$ cat src/rtl/pulse_shaper.sv
// pulse_shaper
//   Turns each rising edge on trig into an output pulse that is high for
//   exactly MIN_HIGH cycles and then low for at least MIN_LOW cycles, so it
//   survives a downstream inertial filter of either width. Edges that arrive
//   while a pulse or gap is in progress are queued in a saturating counter and
//   replayed in order. All outputs are flop outputs.
//
// Ports
//   clk       single clock, rising edge
//   rst       synchronous, active-high reset
//   trig      event input; a sampled 0->1 transition is one event
//   pulse     shaped output pulse
//   busy      1 while a pulse or its trailing gap is in progress
//   pend_cnt  number of queued events not yet emitted
//   overflow  sticky flag: an event was lost with the queue full
module pulse_shaper #(
    parameter int MIN_HIGH = 5,
    parameter int MIN_LOW  = 5,
    parameter int PEND_W   = 3
) (
    input  logic              clk,
    input  logic              rst,
    input  logic              trig,
    output logic              pulse,
    output logic              busy,
    output logic [PEND_W-1:0] pend_cnt,
    output logic              overflow
);

    localparam int CNT_MAX = (MIN_HIGH > MIN_LOW) ? MIN_HIGH : MIN_LOW;
    localparam int CNT_W   = $clog2(CNT_MAX) + 1;

    localparam logic [CNT_W-1:0]  HIGH_LOAD = CNT_W'(MIN_HIGH - 1);
    localparam logic [CNT_W-1:0]  LOW_LOAD  = CNT_W'(MIN_LOW - 1);
    localparam logic [CNT_W-1:0]  CNT_ONE   = CNT_W'(1);
    localparam logic [PEND_W-1:0] PEND_ONE  = PEND_W'(1);
    localparam logic [PEND_W-1:0] PEND_MAX  = {PEND_W{1'b1}};

    typedef enum logic [1:0] {
        IDLE = 2'd0,
        HIGH = 2'd1,
        GAP  = 2'd2
    } state_t;

    state_t             state_r;
    logic [CNT_W-1:0]   cnt_r;
    logic               trig_d_r;

    logic               ev_s;
    logic               start_s;
    logic               deq_s;
    logic               enq_s;
    logic [PEND_W-1:0]  pend_nxt_s;
    logic               ovf_set_s;

    // Edge detect and per-state start / dequeue / enqueue decisions.
    always_comb begin
        ev_s    = trig & ~trig_d_r;
        start_s = 1'b0;
        deq_s   = 1'b0;
        enq_s   = 1'b0;
        case (state_r)
            IDLE: begin
                // A leftover queued event (from an edge that landed on the
                // GAP->IDLE edge) is served first; a fresh edge then queues.
                start_s = ev_s | (pend_cnt != '0);
                deq_s   = (pend_cnt != '0);
                enq_s   = ev_s & (pend_cnt != '0);
            end
            HIGH: begin
                enq_s = ev_s;
            end
            GAP: begin
                start_s = (cnt_r == '0) && (pend_cnt != '0);
                deq_s   = (cnt_r == '0) && (pend_cnt != '0);
                enq_s   = ev_s;
            end
            default: begin
                start_s = 1'b0;
                deq_s   = 1'b0;
                enq_s   = 1'b0;
            end
        endcase
    end

    // Pending-queue next value; a same-edge enqueue and dequeue cancel out,
    // so an event arriving at saturation alongside a dequeue is not lost.
    always_comb begin
        pend_nxt_s = pend_cnt;
        ovf_set_s  = 1'b0;
        if (enq_s && !deq_s) begin
            if (pend_cnt == PEND_MAX) begin
                ovf_set_s = 1'b1;
            end else begin
                pend_nxt_s = pend_cnt + PEND_ONE;
            end
        end else if (deq_s && !enq_s) begin
            pend_nxt_s = pend_cnt - PEND_ONE;
        end else begin
            pend_nxt_s = pend_cnt;
        end
    end

    // Main FSM with registered pulse/busy/queue/overflow outputs.
    always_ff @(posedge clk) begin
        if (rst) begin
            state_r  <= IDLE;
            cnt_r    <= '0;
            trig_d_r <= 1'b1;   // trig held high through reset is not an event
            pulse    <= 1'b0;
            busy     <= 1'b0;
            pend_cnt <= '0;
            overflow <= 1'b0;
        end else begin
            trig_d_r <= trig;
            pend_cnt <= pend_nxt_s;
            overflow <= overflow | ovf_set_s;
            case (state_r)
                IDLE: begin
                    if (start_s) begin
                        state_r <= HIGH;
                        cnt_r   <= HIGH_LOAD;
                        pulse   <= 1'b1;
                        busy    <= 1'b1;
                    end else begin
                        pulse   <= 1'b0;
                        busy    <= 1'b0;
                    end
                end
                HIGH: begin
                    busy <= 1'b1;
                    if (cnt_r == '0) begin
                        state_r <= GAP;
                        cnt_r   <= LOW_LOAD;
                        pulse   <= 1'b0;
                    end else begin
                        cnt_r   <= cnt_r - CNT_ONE;
                        pulse   <= 1'b1;
                    end
                end
                GAP: begin
                    if (start_s) begin
                        state_r <= HIGH;
                        cnt_r   <= HIGH_LOAD;
                        pulse   <= 1'b1;
                        busy    <= 1'b1;
                    end else if (cnt_r != '0) begin
                        cnt_r   <= cnt_r - CNT_ONE;
                        pulse   <= 1'b0;
                        busy    <= 1'b1;
                    end else begin
                        state_r <= IDLE;
                        pulse   <= 1'b0;
                        busy    <= 1'b0;
                    end
                end
                default: begin
                    state_r <= IDLE;
                    cnt_r   <= '0;
                    pulse   <= 1'b0;
                    busy    <= 1'b0;
                end
            endcase
        end
    end

endmodule

$ cat config.mk
export PLATFORM = sky130hd
export DESIGN_NAME = pulse_shaper
export DESIGN_NICKNAME = d
export VERILOG_FILES = /design/src/rtl/pulse_shaper.sv
export SDC_FILE = /design/constraint.sdc
export NUM_CORES = 1
export LEC_CHECK = 0
export CORE_MARGIN = 2
export CORE_UTILIZATION = 44
export CTS_CLUSTER_DIAMETER = 200
export DETAILED_ROUTE_END_ITERATION = 10
export MAX_ROUTING_LAYER = met4
export SLEW_MARGIN = 10
export SYNTH_ARGS = -nofsm -noshare
export SYNTH_HDL_FRONTEND = slang
export SYNTH_SLANG_ARGS = --single-unit
$ cat constraint.sdc
create_clock -name clk -period 2.7 [get_ports clk]
set_clock_uncertainty 0.05 [all_clocks]
set_input_delay 0.54 -clock clk [delete_from_list [all_inputs] [get_ports clk]]
set_output_delay 0.54 -clock clk [all_outputs]
set_load 0.01 [all_outputs]
==> results.txt <==
* Post-detailed-route count of antenna-violating nets: 0
- The clock period could shrink to 2480 ps.
* Die Y: 48.9 µm
- Effective utilization at floorplan: 45.7%
- Wirelength per Cell: 13.7 µm
- STA classifies the critical path endpoint as a flop.
- A synthesized cell averages 8.80 µm².
- Root buffer selected by CTS: clkbuf_4
- After floorplanning, the core was divided into 16 placement rows.
- Finish-stage setup viols: 0
- Slowest cell on the critical path: fa_1
* Via count of the first global-routing pass: 738
* Worst Path Required: 2820 ps
- For this design the total switching power over the nets is 517 µW.
- Clock latency reported for the late side of the worst-skew pair: 280 ps
- Buffer depth of the longest clock path: 2
- The detailed router placed 780 vias in this run.
- Kind of path behind the tightest hold check: flop to flop
* Clock Power Share: 10.7%
- Fraction of registers with async set or reset after synthesis: 0%
- Count of port buffers added during placement: 8
* Placeable core region: 0.00194 mm²
* Detailed-route DRC error count: 0
* Measured slew at the worst slew-check pin: 544 ps
- Longest individual stage delay on the worst path: 400 ps
- At the end of the flow, the number of nets in the layout was 124.
- After synthesis the netlist holds a flip-flop and latch count of 13.
- Setup repair after global routing missed its margin: false
- The worst-case IR drop observed on VDD is 0.583 mV.
* Leading area contributor after synthesis: dfxtp_1
- Synthesis produced a netlist whose cell count is 101.
- After clock tree synthesis, the clock-pin slew on the worst setup and hold paths is 80 ps.
- Via-per-instance ratio: 5.57
- Violation count after the first detailed-routing iteration: 20
- TritonCTS built the clock tree.
* Filler cells: 192
- The mapped netlist covers 888 µm².
- Count of maximum capacitance violations: 0
- Once the clock tree was built, the resizer swapped 0 gates to a different size.
- Max_slew headroom: 63.6%
- The setup path with the least slack is of type flop to flop.
- Number of buffers inserted for hold repair after clock tree synthesis: 0
- Total global-route track usage: 18.9%
- Summed over all cells, the static leakage comes to 0.000396 µW.
- Final Hold Vio Count: 0
- In the final timing run, aggregate negative setup slack is 0 ps.
- The number of pins exceeding their max-slew limit in the final report was 0.
- The synthesized netlist contains 42 unique library cells.
- Number of flops mapped to enable cells by yosys: 0
- Switching part of the total power: 44.3%
- Combinational logic is responsible for 60.1% of the overall power.
- The number of nets in the synthesized netlist is 111.
- Buffers added to address setup during post-CTS repair amount to 0.
- Based on the critical path, the design can be clocked at up to 402 MHz.
- Clock buffer count from CTS: 3
* Ratio of cells with drive above 1 in the final layout: 12.4%
- Top FF cell, synth: dfxtp_1
- Layout Area Growth over Synthesis: 16.6%
* Sort of element at the start of the critical path: flop
- Final cycle utilization of the critical path: 92.0%
- The design draws 1170 µW.
* Proportion of netlist area held by the largest area contributor: 29.3%
* # H-tree levels: 1
* Initial antenna violation count: 0
* Top-level port count: 9
- Width of the chip: 48.9 µm
* Total wire length after detailed routing: 1.91 mm
* Weighted congestion at the end of routability-driven global placement: 0.773
- Detailed placer's ending HPWL: 1.44 mm
- The first detailed-routing pass ran for 6 iterations.
* Pwr Density: 1130 mW/mm²
- Registers are responsible for 29.1% of the overall power.
* Worst Path Arrival: 2610 ps
- Maximum number of pins on one net before global-route repair: 17
* Portion of the post-synthesis area used by sequential elements: 29.3%
* Wire length of the first global-routing pass: 3.40 mm
* Cells traversed along the worst timing path: inv_1 > ha_1 > and4bb_2 > o21ai_2 > nand3_1 > fa_1 > nor3b_1 > mux2i_1 > mux2_1
- Yosys printed 0 warnings.
- Result of the run: finished clean
- N_diodes: 0
- Number of sinks driven by the clock tree: 13
- Global-route congestion overflow total: 0
* Cell Int Power: 650 µW
* Cell types occupying the most area after synthesis: dfxtp_1, ha_1, a21oi_1
- In this run the worst path has a maximum fanout of 6.
- Die area: 0.00239 mm²
-- synthesized netlist by cell type, drive strengths merged (2+ instances only) --
master	count
inv	7
or2	2
o2111ai	2
nor3b	2
o211ai	3
o21ai	4
o22ai	2
mux2i	2
and3	2
nor2b	3
ha	6
a211oi	3
mux2	2
nand4bb	2
a31oi	2
or3	3
nor3	4
a21oi	7
nor4	2
dfxtp	13
nor2	6
nand2	6
nand2b	4
-- through the flow --
stage	setup WS, ps	cells	cell area (µm²)	hold slack (ps)	utilization, %
6_report	215	140	1040	433	53.4
5_1_grt	21.3	140	1040	472	53.4
4_1_cts	146	140	1030	441	53.3
3_5_place_dp	154	136	1010	416	51.9
3_3_place_gp	223	136	1010	409	51.9
2_1_floorplan	362	101	888	421	-
-- power by group through the flow --
stage          sequential (µW)  combinational [µW]  clock (µW)
6_report                   340                 702         125
5_1_grt                    354                 787         138
3_5_place_dp               343                 700           0
2_1_floorplan              343                 506           0
4_1_cts                    338                 702         126
3_3_place_gp               339                 688           0
-- sequential cells by signal (all words and copies together) (netlist names) --
register  cells
trig_d_r      1
overflow      1
busy          1
cnt_r         4
state_r       2
pulse         1
pend_cnt      3
-- worst paths after layout --
path                                               from                       end  slack, ps  cells after the start
worst max register to register  state_r[0]$_SDFFE_PP0P_  pend_cnt[2]$_SDFFE_PP0P_        220                      9
worst min register to register      overflow$_SDFF_PP0_       overflow$_SDFF_PP0_        430                      2
worst max-delay path            state_r[0]$_SDFFE_PP0P_  pend_cnt[2]$_SDFFE_PP0P_        220                      9
worst min-delay path                overflow$_SDFF_PP0_       overflow$_SDFF_PP0_        430                      2
-- layout make-up --
type / instances / area, µm² / area share, %
Clock buffer: 4 / 26.3 / 2.54
Inverter: 7 / 26.3 / 2.54
Multi-Input combinational cell: 79 / 593 / 57.2
Sequential cell: 13 / 262 / 25.2
Tap cell: 27 / 33.8 / 3.26
Timing Repair Buffer: 10 / 95.1 / 9.18
-- routing by layer --
metal / GRT usage, % / part of all wire (%)
met1: 24.2 / 49
met2: 30.1 / 46
met3: 3.68 / 2.5
met4: 6.19 / 1.6
met5: - / 0
-- critical path, delay by kind of cell, from the launching register on --
| kind | cells | cell delay [ps] |
|---|---|---|
| AO/OA/AOI/OAI | 1 | 180 |
| adder cells (fa/ha/maj) | 2 | 660 |
| buffers and inverters | 1 | 70 |
| flip-flops | 1 | 370 |
| multiplexers | 2 | 480 |
| AND/OR/NAND/NOR | 3 | 560 |
-- layout by cell type (no fill, tap or decap), types with 2 or more instances in the layout --
cell type	instances
a211oi_1	3
a21oi_1	7
a31oi_1	2
and3_1	2
buf_4	2
clkbuf_4	3
clkdlybuf4s50_1	8
dfxtp_1	12
ha_1	6
inv_1	7
mux2i_1	2
nand2_1	6
nand2b_1	4
nand4bb_1	2
nor2_1	6
nor2b_1	3
nor3_1	3
o2111ai_1	2
o211ai_1	3
o21ai_0	3
o22ai_1	2
or3_1	2
-- cell families (layout without fill, tap and decap cells) --
kind of cell,after synthesis,after routing,synth area share [%]
AND/OR/NAND/NOR,41,41,30.6
AO/OA/AOI/OAI,27,27,20.3
flip-flops,13,13,29.3
buffers and inverters,9,21,3.94
adder cells (fa/ha/maj),7,7,10.7
multiplexers,4,4,5.21
No activity file was read; power rests on OpenSTA's default activity.
